`src/rtl/mem_port_arbiter.sv`:
```
// mem_port_arbiter: shares one single-ported 32-bit word memory between the
// instruction fetch stage (byte PC, halfword result) and the load/store stage
// (word index, 32-bit read/write). Data has priority; a saturating starvation
// counter forces a fetch grant after STARVE_MAX contested data grants.
// Every access takes ACCESS + MEM_LAT x WAIT + DONE cycles, and a new request
// sampled on the DONE exit edge goes straight to ACCESS.
module mem_port_arbiter #(
  parameter int ADDR_W     = 10,
  parameter int MEM_LAT    = 1,
  parameter int STARVE_MAX = 3
) (
  input  logic              clock,
  input  logic              reset,
  input  logic              if_req,
  input  logic [31:0]       if_addr,
  output logic              if_ack,
  output logic [15:0]       if_data,
  input  logic              d_req,
  input  logic              d_we,
  input  logic [ADDR_W-1:0] d_addr,
  input  logic [31:0]       d_wdata,
  output logic              d_ack,
  output logic [31:0]       d_rdata,
  output logic              mem_en,
  output logic              mem_we,
  output logic [ADDR_W-1:0] mem_addr,
  output logic [31:0]       mem_wdata,
  input  logic [31:0]       mem_rdata,
  output logic              busy
);

  localparam int SW = (STARVE_MAX < 2) ? 1 : $clog2(STARVE_MAX + 1);
  localparam logic [SW-1:0] SMAX = SW'(STARVE_MAX);

  typedef enum logic [1:0] {IDLE, ACCESS, WAIT, DONE} state_t;

  state_t          state;
  logic [2:0]      lat_cnt;
  logic [SW-1:0]   starve_cnt;
  logic            grant_d;   // 1 = data owns the current access
  logic            sel;       // fetch halfword select (if_addr[1])
  logic            any_req;
  logic            pick_d;

  // Arbitration: data wins unless fetch is also waiting and has been starved.
  always_comb begin
    any_req = if_req | d_req;
    pick_d  = d_req && !(if_req && (starve_cnt == SMAX));
  end

  // Access sequencer: grant/latch, strobe memory, count latency, acknowledge.
  always_ff @(posedge clock or posedge reset) begin
    if (reset) begin
      state      <= IDLE;
      lat_cnt    <= '0;
      starve_cnt <= '0;
      grant_d    <= 1'b0;
      sel        <= 1'b0;
      if_ack     <= 1'b0;
      if_data    <= '0;
      d_ack      <= 1'b0;
      d_rdata    <= '0;
      mem_en     <= 1'b0;
      mem_we     <= 1'b0;
      mem_addr   <= '0;
      mem_wdata  <= '0;
      busy       <= 1'b0;
    end else begin
      if_ack <= 1'b0;
      d_ack  <= 1'b0;
      mem_en <= 1'b0;
      unique case (state)
        IDLE, DONE: begin
          if (any_req) begin
            state   <= ACCESS;
            busy    <= 1'b1;
            mem_en  <= 1'b1;
            grant_d <= pick_d;
            if (pick_d) begin
              mem_we    <= d_we;
              mem_addr  <= d_addr;
              mem_wdata <= d_wdata;
              // only a data grant that made fetch wait counts as starvation
              if (if_req && (starve_cnt != SMAX))
                starve_cnt <= starve_cnt + SW'(1);
            end else begin
              mem_we     <= 1'b0;
              mem_addr   <= if_addr[ADDR_W+1:2];
              mem_wdata  <= '0;
              sel        <= if_addr[1];
              starve_cnt <= '0;
            end
          end else begin
            state <= IDLE;
            busy  <= 1'b0;
          end
        end
        ACCESS: begin
          state   <= WAIT;
          lat_cnt <= 3'(MEM_LAT);
        end
        WAIT: begin
          lat_cnt <= lat_cnt - 3'd1;
          if (lat_cnt == 3'd1) begin
            state <= DONE;
            if (grant_d) begin
              d_ack <= 1'b1;
              // stores leave the last load result visible
              if (!mem_we) d_rdata <= mem_rdata;
            end else begin
              if_ack  <= 1'b1;
              if_data <= sel ? mem_rdata[31:16] : mem_rdata[15:0];
            end
          end
        end
        default: state <= IDLE;
      endcase
    end
  end

endmodule

```
`config.mk`:
```
export PLATFORM = sky130hd
export DESIGN_NAME = mem_port_arbiter
export DESIGN_NICKNAME = d
export VERILOG_FILES = /design/src/rtl/mem_port_arbiter.sv
export SDC_FILE = /design/constraint.sdc
export NUM_CORES = 1
export LEC_CHECK = 0
export CORE_MARGIN = 2
export CORE_UTILIZATION = 37
export CTS_CLUSTER_DIAMETER = 30
export DETAILED_ROUTE_END_ITERATION = 12
export PLACE_DENSITY = 0.77
export SLEW_MARGIN = 20
export SYNTH_ARGS = -nofsm -noshare
export SYNTH_HDL_FRONTEND = slang
export SYNTH_SLANG_ARGS = --single-unit
```
`constraint.sdc`:
```
create_clock -name clock -period 3.3 [get_ports clock]
set_clock_uncertainty 0.1 [all_clocks]
set_input_delay 0.66 -clock clock [delete_from_list [all_inputs] [get_ports clock]]
set_output_delay 0.66 -clock clock [all_outputs]
set_load 0.005 [all_outputs]
```
==> key figures <==
Outcome
  – Outcome: finished clean

Worst setup path
  – Critical path depth in cells: 6
  – CP max stage cell: buf_4
  – Critical path arrival: 2.30 ns
  – Slowest stage delay, CP: 0.50 ns
  – Worst Setup Start Kind: register
  – Critical-path cell list: inv_1 -> ha_1 -> and4b_1 -> nor2b_4 -> buf_4 -> mux2_2
  – Top delay family on crit path: buffers and inverters
  – Crit path kind: register to register
  – Crit path buf inv count: 2
  – Worst r2r path cells: 6
  – Required @ worst endpoint: 3.43 ns
  – Crit path max fanout: 32
  – Worst Setup End Kind: register

Synth
  – Largest family of logic cells by synthesized area: multiplexers
  – XOR/XNOR share of the synthesized area: 0%
  – Synth Net Count: 433
  – Synth warn: 0
  – Post-Synth Simple-Gate Area: 5.14%
  – Multiplexer share of the synthesized area: 15.7%
  – Post-synth EDFFs: 0
  – Ys async rst share: 100%
  – Register area share after synthesis: 60.7%
  – Cells after Synth: 318
  – Synthesized area per cell: 13.5 sq um
  – Synth Cell Area: 4290 sq um
  – Netlist cell types: 31
  – Synth Area in Adders: 1.17%
  – Post-synthesis register bit count: 104
  – Synth Area in Compound Gates: 12.8%
  – Primary FF master, synth: dfrtp_1

Global routing
  – Total GRT Usage: 17.6%
  – Number of antenna violations at the first check in global routing: 0
  – First-pass GRT wire length: 17.3 mm
  – Vias in the first global route: 3369
  – Largest net degree at the start of global routing: 105
  – Gr ovfl total: 0

Pwr
  – P_leak: 2.86 nW
  – VDD IR-drop max: 0.000729 V
  – Pwr Density: 955 nW/um^2

Detailed routing
  – Drt total wl: 10.6 mm
  – Metal3 WL: 904 microns
  – Drt first pass iters: 4
  – M1 wire length: 4.85 mm
  – WL/cell: 16.4 microns
  – 1st-iter DRT viols: 193
  – DR vias: 3193
  – DRT antenna net count: 0
  – Top Metal Used: met4
  – Post-DR vias/cell: 4.96
  – Metal2 WL: 4.71 mm
  – DRC: 0

Min path
  – Hold Path Stages: 1
  – Worst min path class: register to register

Finish
  – Fin nets: 611
  – Inserted Diodes: 0
  – Fraction of layout cells with a size suffix above 1: 12.0%
  – Final Util: 57.2%
  – # fillers: 931
  – Final instance area: 6500 sq um
  – Area Growth Syn to Fin: 51.7%

Timing
  – Final hold vios: 0
  – Slew Limit Fails: 0
  – Fmax: 0.461 GHz
  – Hold slack: 0.396 ns
  – Fin crit share: 65.8%
  – RSZ-0062 raised after global routing: no
  – Final min period: 2.17 ns
  – Worst Tran Pin Value: 1.01 ns
  – Final Setup Violations: 0
  – Slew HR: 33.0%
  – Setup TNS: 0 ns

Placed design
  – # port buffers: 184
  – Post-DP Area: 6220 sq um
  – Hpwl dp: 7.28 mm
  – Gpl congestion: 0.794

CTS
  – CTS resizes: 0
  – Clock sinks: 104
  – Clock transition at the registers of the reported paths: 0.07 ns
  – Clock Latency Late Sink: 0.35 ns
  – H-tree levels: 3
  – Hold buffer count at CTS: 0
  – TritonCTS clock tree: built
  – CTS root buffer: clkbuf_16
  – Setup Buffers After CTS: 0
  – Num CTS Buffers: 9
  – Max Root-Sink Buffers: 2

Floorplan
  – Row cnt: 39
  – Die X: 112 microns
  – Die Y: 112 microns
  – Die footprint: 12500 sq um
  – IO Pins: 206
  – Initial Util: 37.7%
  – Core ar.: 11400 sq um

Job
  – Max_cap viols: 0
[layout by cell type, fill, tap and decap left out, types with 2 or more instances in the layout]
master,count
dfrtp_1,104
mux2i_1,19
clkbuf_16,9
nand2_1,13
nor2_1,26
a21o_1,2
buf_4,4
clkinvlp_4,3
ha_1,4
o21ai_0,3
mux2_2,3
clkdlybuf4s50_1,184
mux2_4,30
clkbuf_8,2
a22o_1,34
inv_1,7
a21oi_1,34
[synth_stat cells (2+ instances only)]
master | count | share of area, %
a21o_1 | 2 | 0.35
a21oi_1 | 34 | 4.0
a22o_1 | 34 | 6.9
buf_12 | 3 | 1.4
buf_2 | 13 | 1.5
clkbuf_1 | 5 | 0.44
dfrtp_1 | 104 | 61
ha_1 | 4 | 1.2
inv_1 | 8 | 0.70
mux2_2 | 3 | 0.79
mux2_4 | 30 | 11
mux2i_1 | 19 | 4.4
nand2_1 | 13 | 1.1
nor2_1 | 26 | 2.3
o21ai_0 | 4 | 0.47
[layer usage]
layer	vias up	track usage (%)
met2	145	26.9
met1	1569	22.9
met4	0	5.19
met3	8	7.78
li1	1471	-
met5	-	0
[flip-flops by register name, summed over array words and instances, names as in the netlist, 2 cells and up]
| register | cells |
|---|---|
| mem_wdata | 32 |
| state | 2 |
| d_rdata | 32 |
| starve_cnt | 2 |
| if_data | 16 |
| mem_addr | 10 |
| lat_cnt | 3 |
[layout make-up]
class                           instances  area, sq um  share of cell area [%]
Clock buffer                           12          256                    3.95
Clock inverter                          4         28.8                   0.443
Multi-Input combinational cell        183         1510                    23.2
Inverter                                9         37.5                   0.577
Timing Repair Buffer                  189         1890                    29.1
Sequential cell                       104         2600                    40.0
Tap cell                              143          179                    2.75
[cells by family after synthesis]
group	after synthesis
compound gates	79
fa+ha+maj	4
buf+inv	31
flops	104
mux	52
simple gates	48
[where the power goes]
group	internal, mW	switching (mW)
Sequential	1.88	0.386
Clock	0.553	0.468
Combinational	1.83	1.09
[worst paths after layout]
check / startpoint / end / slack, ns
min: grant_d / grant_d / 0.40
min in group asynchronous: reset / d_rdata[7] / 0.72
max: state[0] / d_rdata[22] / 1.13
max reg2reg: state[0] / d_rdata[22] / 1.13
max in group asynchronous: reset / mem_wdata[2] / 1.96
min reg2reg: grant_d / grant_d / 0.40
[stage by stage]
stage	total power [mW]	worst slack (ns)	std cells
detailed placement	5.23	0.902	628
CTS	6.29	1.10	644
global route	6.62	0.987	644
floorplan	3.75	1.29	318
global placement	5.13	0.943	628
finish	6.21	1.13	644
[worst register-to-register path, stage by stage, from the launching register on]
cell and delay (ns):
dfrtp_1 0.38, inv_1 0.06, ha_1 0.23, and4b_1 0.24, nor2b_4 0.13, buf_4 0.50
mux2_2 0.41
Note: power is estimated with default switching activity, not from simulation.
